## config.mk

```make
export PLATFORM = sky130hd
export DESIGN_NAME = amba_axi4_lite_master
export DESIGN_NICKNAME = d
export VERILOG_FILES = /design/src/rtl/amba_axi4_lite_master.sv
export SDC_FILE = /design/constraint.sdc
export NUM_CORES = 1
export LEC_CHECK = 0
export ABC_CLOCK_PERIOD_IN_PS = 2300
export CAP_MARGIN = 15
export CORE_MARGIN = 4
export CORE_UTILIZATION = 41
export CTS_CLUSTER_SIZE = 40
export DETAILED_ROUTE_END_ITERATION = 16
export PLACE_DENSITY = 0.8
export SLEW_MARGIN = 40
export SYNTH_ARGS = -nofsm -noshare
export SYNTH_HDL_FRONTEND = slang
export SYNTH_SLANG_ARGS = --single-unit
```

## constraint.sdc

```tcl
create_clock -name ACLK -period 2.3 [get_ports ACLK]
set_clock_uncertainty 0.1 [all_clocks]
set_input_delay 0.23 -clock ACLK [delete_from_list [all_inputs] [get_ports ACLK]]
set_output_delay 0.23 -clock ACLK [all_outputs]
set_load 0.01 [all_outputs]
```

## src/rtl/amba_axi4_lite_master.sv

```systemverilog
// AXI4-Lite manager: turns single-beat valid/ready commands into AXI4-Lite
// write/read transactions and returns one response per command. Only one
// transaction is outstanding at a time. A watchdog aborts a transaction that
// waits too long on a handshake.
module amba_axi4_lite_master #(
  parameter int unsigned ADDR_W         = 32,
  parameter int unsigned DATA_W         = 32,
  parameter int unsigned TIMEOUT_CYCLES = 256
) (
  input  logic                ACLK,
  input  logic                ARST,
  // command port
  input  logic                i_cmd_valid,
  output logic                o_cmd_ready,
  input  logic                i_cmd_write,
  input  logic [ADDR_W-1:0]   i_cmd_addr,
  input  logic [DATA_W-1:0]   i_cmd_data,
  input  logic [DATA_W/8-1:0] i_cmd_strb,
  // response port
  output logic                o_rsp_valid,
  input  logic                i_rsp_ready,
  output logic [DATA_W-1:0]   o_rsp_data,
  output logic [1:0]          o_rsp_resp,
  output logic                o_rsp_timeout,
  // write address channel
  output logic                AWVALID,
  input  logic                AWREADY,
  output logic [ADDR_W-1:0]   AWADDR,
  output logic [2:0]          AWPROT,
  // write data channel
  output logic                WVALID,
  input  logic                WREADY,
  output logic [DATA_W-1:0]   WDATA,
  output logic [DATA_W/8-1:0] WSTRB,
  // write response channel
  input  logic                BVALID,
  output logic                BREADY,
  input  logic [1:0]          BRESP,
  // read address channel
  output logic                ARVALID,
  input  logic                ARREADY,
  output logic [ADDR_W-1:0]   ARADDR,
  output logic [2:0]          ARPROT,
  // read data channel
  input  logic                RVALID,
  output logic                RREADY,
  input  logic [DATA_W-1:0]   RDATA,
  input  logic [1:0]          RRESP
);

  localparam int unsigned STRB_W = DATA_W / 8;
  localparam int unsigned CNT_W  = (TIMEOUT_CYCLES > 1) ? $clog2(TIMEOUT_CYCLES) : 1;
  localparam logic [1:0]  RESP_SLVERR = 2'b10;

  typedef enum logic [2:0] {
    IDLE    = 3'd0,
    WR_AW_W = 3'd1,
    WR_B    = 3'd2,
    RD_AR   = 3'd3,
    RD_R    = 3'd4,
    RSP     = 3'd5
  } state_t;

  state_t            state;
  logic [CNT_W-1:0]  cnt;
  logic              exit_hs;
  logic              wait_state;
  logic              timeout_hit;

  assign AWPROT = 3'b000;
  assign ARPROT = 3'b000;

  assign wait_state  = (state == WR_AW_W) || (state == WR_B) ||
                       (state == RD_AR)   || (state == RD_R);
  assign timeout_hit = (TIMEOUT_CYCLES != 0) && (cnt == CNT_W'(TIMEOUT_CYCLES - 1));

  // Handshake that lets the current wait state advance this cycle.
  always_comb begin
    exit_hs = 1'b0;
    case (state)
      WR_AW_W: exit_hs = (!AWVALID || AWREADY) && (!WVALID || WREADY);
      WR_B:    exit_hs = BVALID;
      RD_AR:   exit_hs = ARREADY;
      RD_R:    exit_hs = RVALID;
      default: exit_hs = 1'b0;
    endcase
  end

  // Transaction FSM with registered AXI and response outputs.
  always_ff @(posedge ACLK) begin
    if (ARST) begin
      state         <= IDLE;
      cnt           <= '0;
      o_cmd_ready   <= 1'b1;
      o_rsp_valid   <= 1'b0;
      o_rsp_data    <= '0;
      o_rsp_resp    <= 2'b00;
      o_rsp_timeout <= 1'b0;
      AWVALID       <= 1'b0;
      AWADDR        <= '0;
      WVALID        <= 1'b0;
      WDATA         <= '0;
      WSTRB         <= '0;
      BREADY        <= 1'b0;
      ARVALID       <= 1'b0;
      ARADDR        <= '0;
      RREADY        <= 1'b0;
    end else begin
      case (state)
        IDLE: begin
          if (i_cmd_valid && o_cmd_ready) begin
            o_cmd_ready <= 1'b0;
            cnt         <= '0;
            if (i_cmd_write) begin
              state   <= WR_AW_W;
              AWVALID <= 1'b1;
              WVALID  <= 1'b1;
              AWADDR  <= i_cmd_addr;
              WDATA   <= i_cmd_data;
              WSTRB   <= STRB_W'(i_cmd_strb);
            end else begin
              state   <= RD_AR;
              ARVALID <= 1'b1;
              ARADDR  <= i_cmd_addr;
            end
          end
        end
        WR_AW_W: begin
          // each channel drops its valid independently after its handshake
          if (AWREADY) AWVALID <= 1'b0;
          if (WREADY)  WVALID  <= 1'b0;
          if (exit_hs) begin
            state  <= WR_B;
            BREADY <= 1'b1;
            cnt    <= '0;
          end else begin
            cnt <= cnt + CNT_W'(1);
          end
        end
        WR_B: begin
          if (exit_hs) begin
            state         <= RSP;
            BREADY        <= 1'b0;
            o_rsp_valid   <= 1'b1;
            o_rsp_resp    <= BRESP;
            o_rsp_data    <= '0;
            o_rsp_timeout <= 1'b0;
          end else begin
            cnt <= cnt + CNT_W'(1);
          end
        end
        RD_AR: begin
          if (exit_hs) begin
            state   <= RD_R;
            ARVALID <= 1'b0;
            RREADY  <= 1'b1;
            cnt     <= '0;
          end else begin
            cnt <= cnt + CNT_W'(1);
          end
        end
        RD_R: begin
          if (exit_hs) begin
            state         <= RSP;
            RREADY        <= 1'b0;
            o_rsp_valid   <= 1'b1;
            o_rsp_resp    <= RRESP;
            o_rsp_data    <= RDATA;
            o_rsp_timeout <= 1'b0;
          end else begin
            cnt <= cnt + CNT_W'(1);
          end
        end
        RSP: begin
          if (i_rsp_ready) begin
            state       <= IDLE;
            o_rsp_valid <= 1'b0;
            o_cmd_ready <= 1'b1;
          end
        end
        default: begin
          state       <= IDLE;
          o_cmd_ready <= 1'b1;
        end
      endcase

      // watchdog abort overrides the wait-state update; a handshake wins
      if (wait_state && !exit_hs && timeout_hit) begin
        state         <= RSP;
        AWVALID       <= 1'b0;
        WVALID        <= 1'b0;
        BREADY        <= 1'b0;
        ARVALID       <= 1'b0;
        RREADY        <= 1'b0;
        o_rsp_valid   <= 1'b1;
        o_rsp_resp    <= RESP_SLVERR;
        o_rsp_data    <= '0;
        o_rsp_timeout <= 1'b1;
      end
    end
  end

endmodule
```

==> impl_results.md <==
* Fin worst setup slack at 174 ps
* Routability cong. at 0.816
* DR iter-0 viols at 447
* Critical path endpoint category: flop
* GR Layer Usage met2 at 0.363
* Number of global-route vias before repair at 5,357
* CTS Buffer Depth at 2
* Total Routing Usage GR at 0.217
* Critical Path RT at 2520 ps
* Yosys cell types at 44
* Mapped Area at 5680 um^2
* Die height at 126 um
* Status: finished clean
* Number of H-tree levels at 4
* Die area at 15,800 um^2
* Largest net degree at the start of global routing at 107
* Setup Fix Bufs, Post-CTS at 0
* Critical Path AT at 2340 ps
* Fmax at 470 MHz
* Static leakage at 3.18 nW
* Clock tree root driver cell: clkbuf_16
* Hold WC Path Type: primary input to flop
* Pwr dens at 925 nW/um^2
* Initial Util at 0.424
* Fin crit period at 2130 ps
* CP max FO at 24
* Dpl hpwl at 12.2 mm
* Sink Count at 153
* Part of the cycle the worst path needs at 0.924
* Clk_lat worst skew at 420 ps
* M1 GR Usage at 0.246
* Final setup viols at 0
* VDD IR max at 0.564 mV
* Commonest cells in the netlist: nand2_1 (213), dfxtp_1 (153), a21oi_1 (113)
* Nets at 1,043
* Routed Antenna Nets at 0
* Area grow syn2layout at 59.5%
* Antenna diode count at 0
* Setup TNS at 0 ps
* Async set-reset flop share out of synthesis at 0
* Synth top area share at 0.539
* Non-Filler Instances at 1,117
* Hold_buf cts at 0
* Slowest stage delay, CP at 520 ps
* Detailed-route via count at 5,524
* Slew Limit Headroom at 0.639
* Post-Synthesis Cells at 682
* Register area share after synthesis at 0.539
* PortBufs at 255
* I/O pins at 262
* Routed Wire Length at 17.6 mm
* Yosys warning total at 0
* Reg clk slew, reported paths at 60 ps
* Post-CTS Resized at 0
* # rows at 42
* First-pass DRT Iterations at 5
* DIE WIDTH at 126 um
* Top cells by area, synth: dfxtp_1 (54%), nand2_1 (14%), a21oi_1 (9.9%)
* Element type at the critical path start: flop
* Core Area at 13,400 um^2
* Share of cells above drive strength 1 at 0.0680
* Total global routing overflow at 0
* Top_reg_cell synth: dfxtp_1
* GR peak layer: met2
* Number of max-cap violations at 0
* Synth area leader: dfxtp_1
* Mean area per synthesized cell at 8.33 um^2
* CTS tree: yes
* CP Class: flop to flop
* Placed insts at 1,085
* M3 GR Usage at 0.0889
* Slew @ Worst Pin at 538 ps
* Clock buffer count from CTS at 17
* Number of antenna violations at the first check in global routing at 0
* Drc violations at 0
* Slowest stage cell, crit path: dfxtp_1
* Fin. Hold Viols at 0
* Via density at 4.95
* Post-synth EDFFs at 0
* Crit path cell chain: buf_4 -> nor2b_1 -> nand2_1 -> a21o_1 -> buf_12 -> a22oi_1 -> nor2_1
* Unrepaired setup endpoints after global routing: false
* FF+latch count, synth at 153
* Dpl ws at 124 ps
* First-pass GRT wire length at 27.6 mm
* Pins over their slew limit at 0
* Count leader, synth: nand2_1
* Routed WL per cell at 15.7 um
[sequential cells by signal, summed over array words and instances, names as in the netlist, 2 cells and up]
register	flops
ARADDR	32
AWADDR	32
WDATA	32
o_rsp_data	32
cnt	8
WSTRB	4
state	3
o_rsp_resp	2
[critical path, delay by kind of cell, from the launching register on]
kind	cells	cell delay (ps)
AO/OA/AOI/OAI	2	500
buffers and inverters	2	450
flip-flops	1	520
AND/OR/NAND/NOR	3	460
[per-layer routing]
metal	routed length, um	part of all wire
met1	6860	0.39
met5	0	0
met4	445	0.025
met2	8600	0.49
met3	1650	0.094
[cells by family after synthesis]
family	share of synthesized area
other cells	0.000660
fa+ha+maj	0.00220
buf+inv	0.0548
mux	0.00638
simple gates	0.202
xor+xnor	0.0108
compound gates	0.185
flops	0.539
[cell type report]
cell class / count / area (um^2)
inverters: 5 / 18.8
flip-flops and latches: 153 / 3060
clock inverters: 11 / 183
clock buffers: 21 / 460
well taps: 176 / 220
repair buffers: 276 / 2770
multi-input cells: 475 / 2350
fillers: 1083 / 4340
[path summary, 6_finish.rpt]
check / from / to / slack (ps) / cells after the start
max: state[2] / o_rsp_data[13] / 170 / 7
min: ARST / o_cmd_ready / 30 / 3
max reg2reg: state[2] / o_rsp_data[13] / 170 / 7
min reg2reg: AWADDR[29] / AWADDR[29] / 350 / 2
[report_power, final]
part           internal [W]  total (W)  switching, W
registers           0.00295    0.00315      0.000203
logic               0.00108    0.00222       0.00114
clock network       0.00189    0.00302       0.00112
total               0.00592    0.00838       0.00246
[layout by cell type, fill, tap and decap left out, types with 2 or more instances in the layout]
cell	n
a311oi_1	4
clkbuf_8	2
xnor2_1	7
clkdlybuf4s50_1	254
inv_1	5
nor2b_1	2
buf_12	5
inv_6	2
nor3_1	3
bufinv_16	4
a31oi_1	4
conb_1	6
buf_4	17
clkbuf_1	2
a22oi_1	33
o21ai_0	4
clkinv_4	3
nand3_1	7
nand2b_1	5
dfxtp_1	153
o221ai_1	2
a211oi_1	2
a21boi_0	2
clkbuf_16	17
a21oi_1	113
nor2_1	47
nand2_1	213
[per-stage QoR]
stage | cell area [um^2] | total power, W | utilization | hold slack (ps)
after global placement | 8420 | 0.00539 | 0.628 | 340
final | 9060 | 0.00838 | 0.676 | 25.8
after global routing | 9060 | 0.00879 | 0.676 | 15.2
after floorplan | 5700 | 0.00433 | - | 244
after CTS | 9060 | 0.00846 | 0.676 | 7.62
after detailed placement | 8420 | 0.00542 | 0.628 | 346
Power figures use the tool's default switching activity.
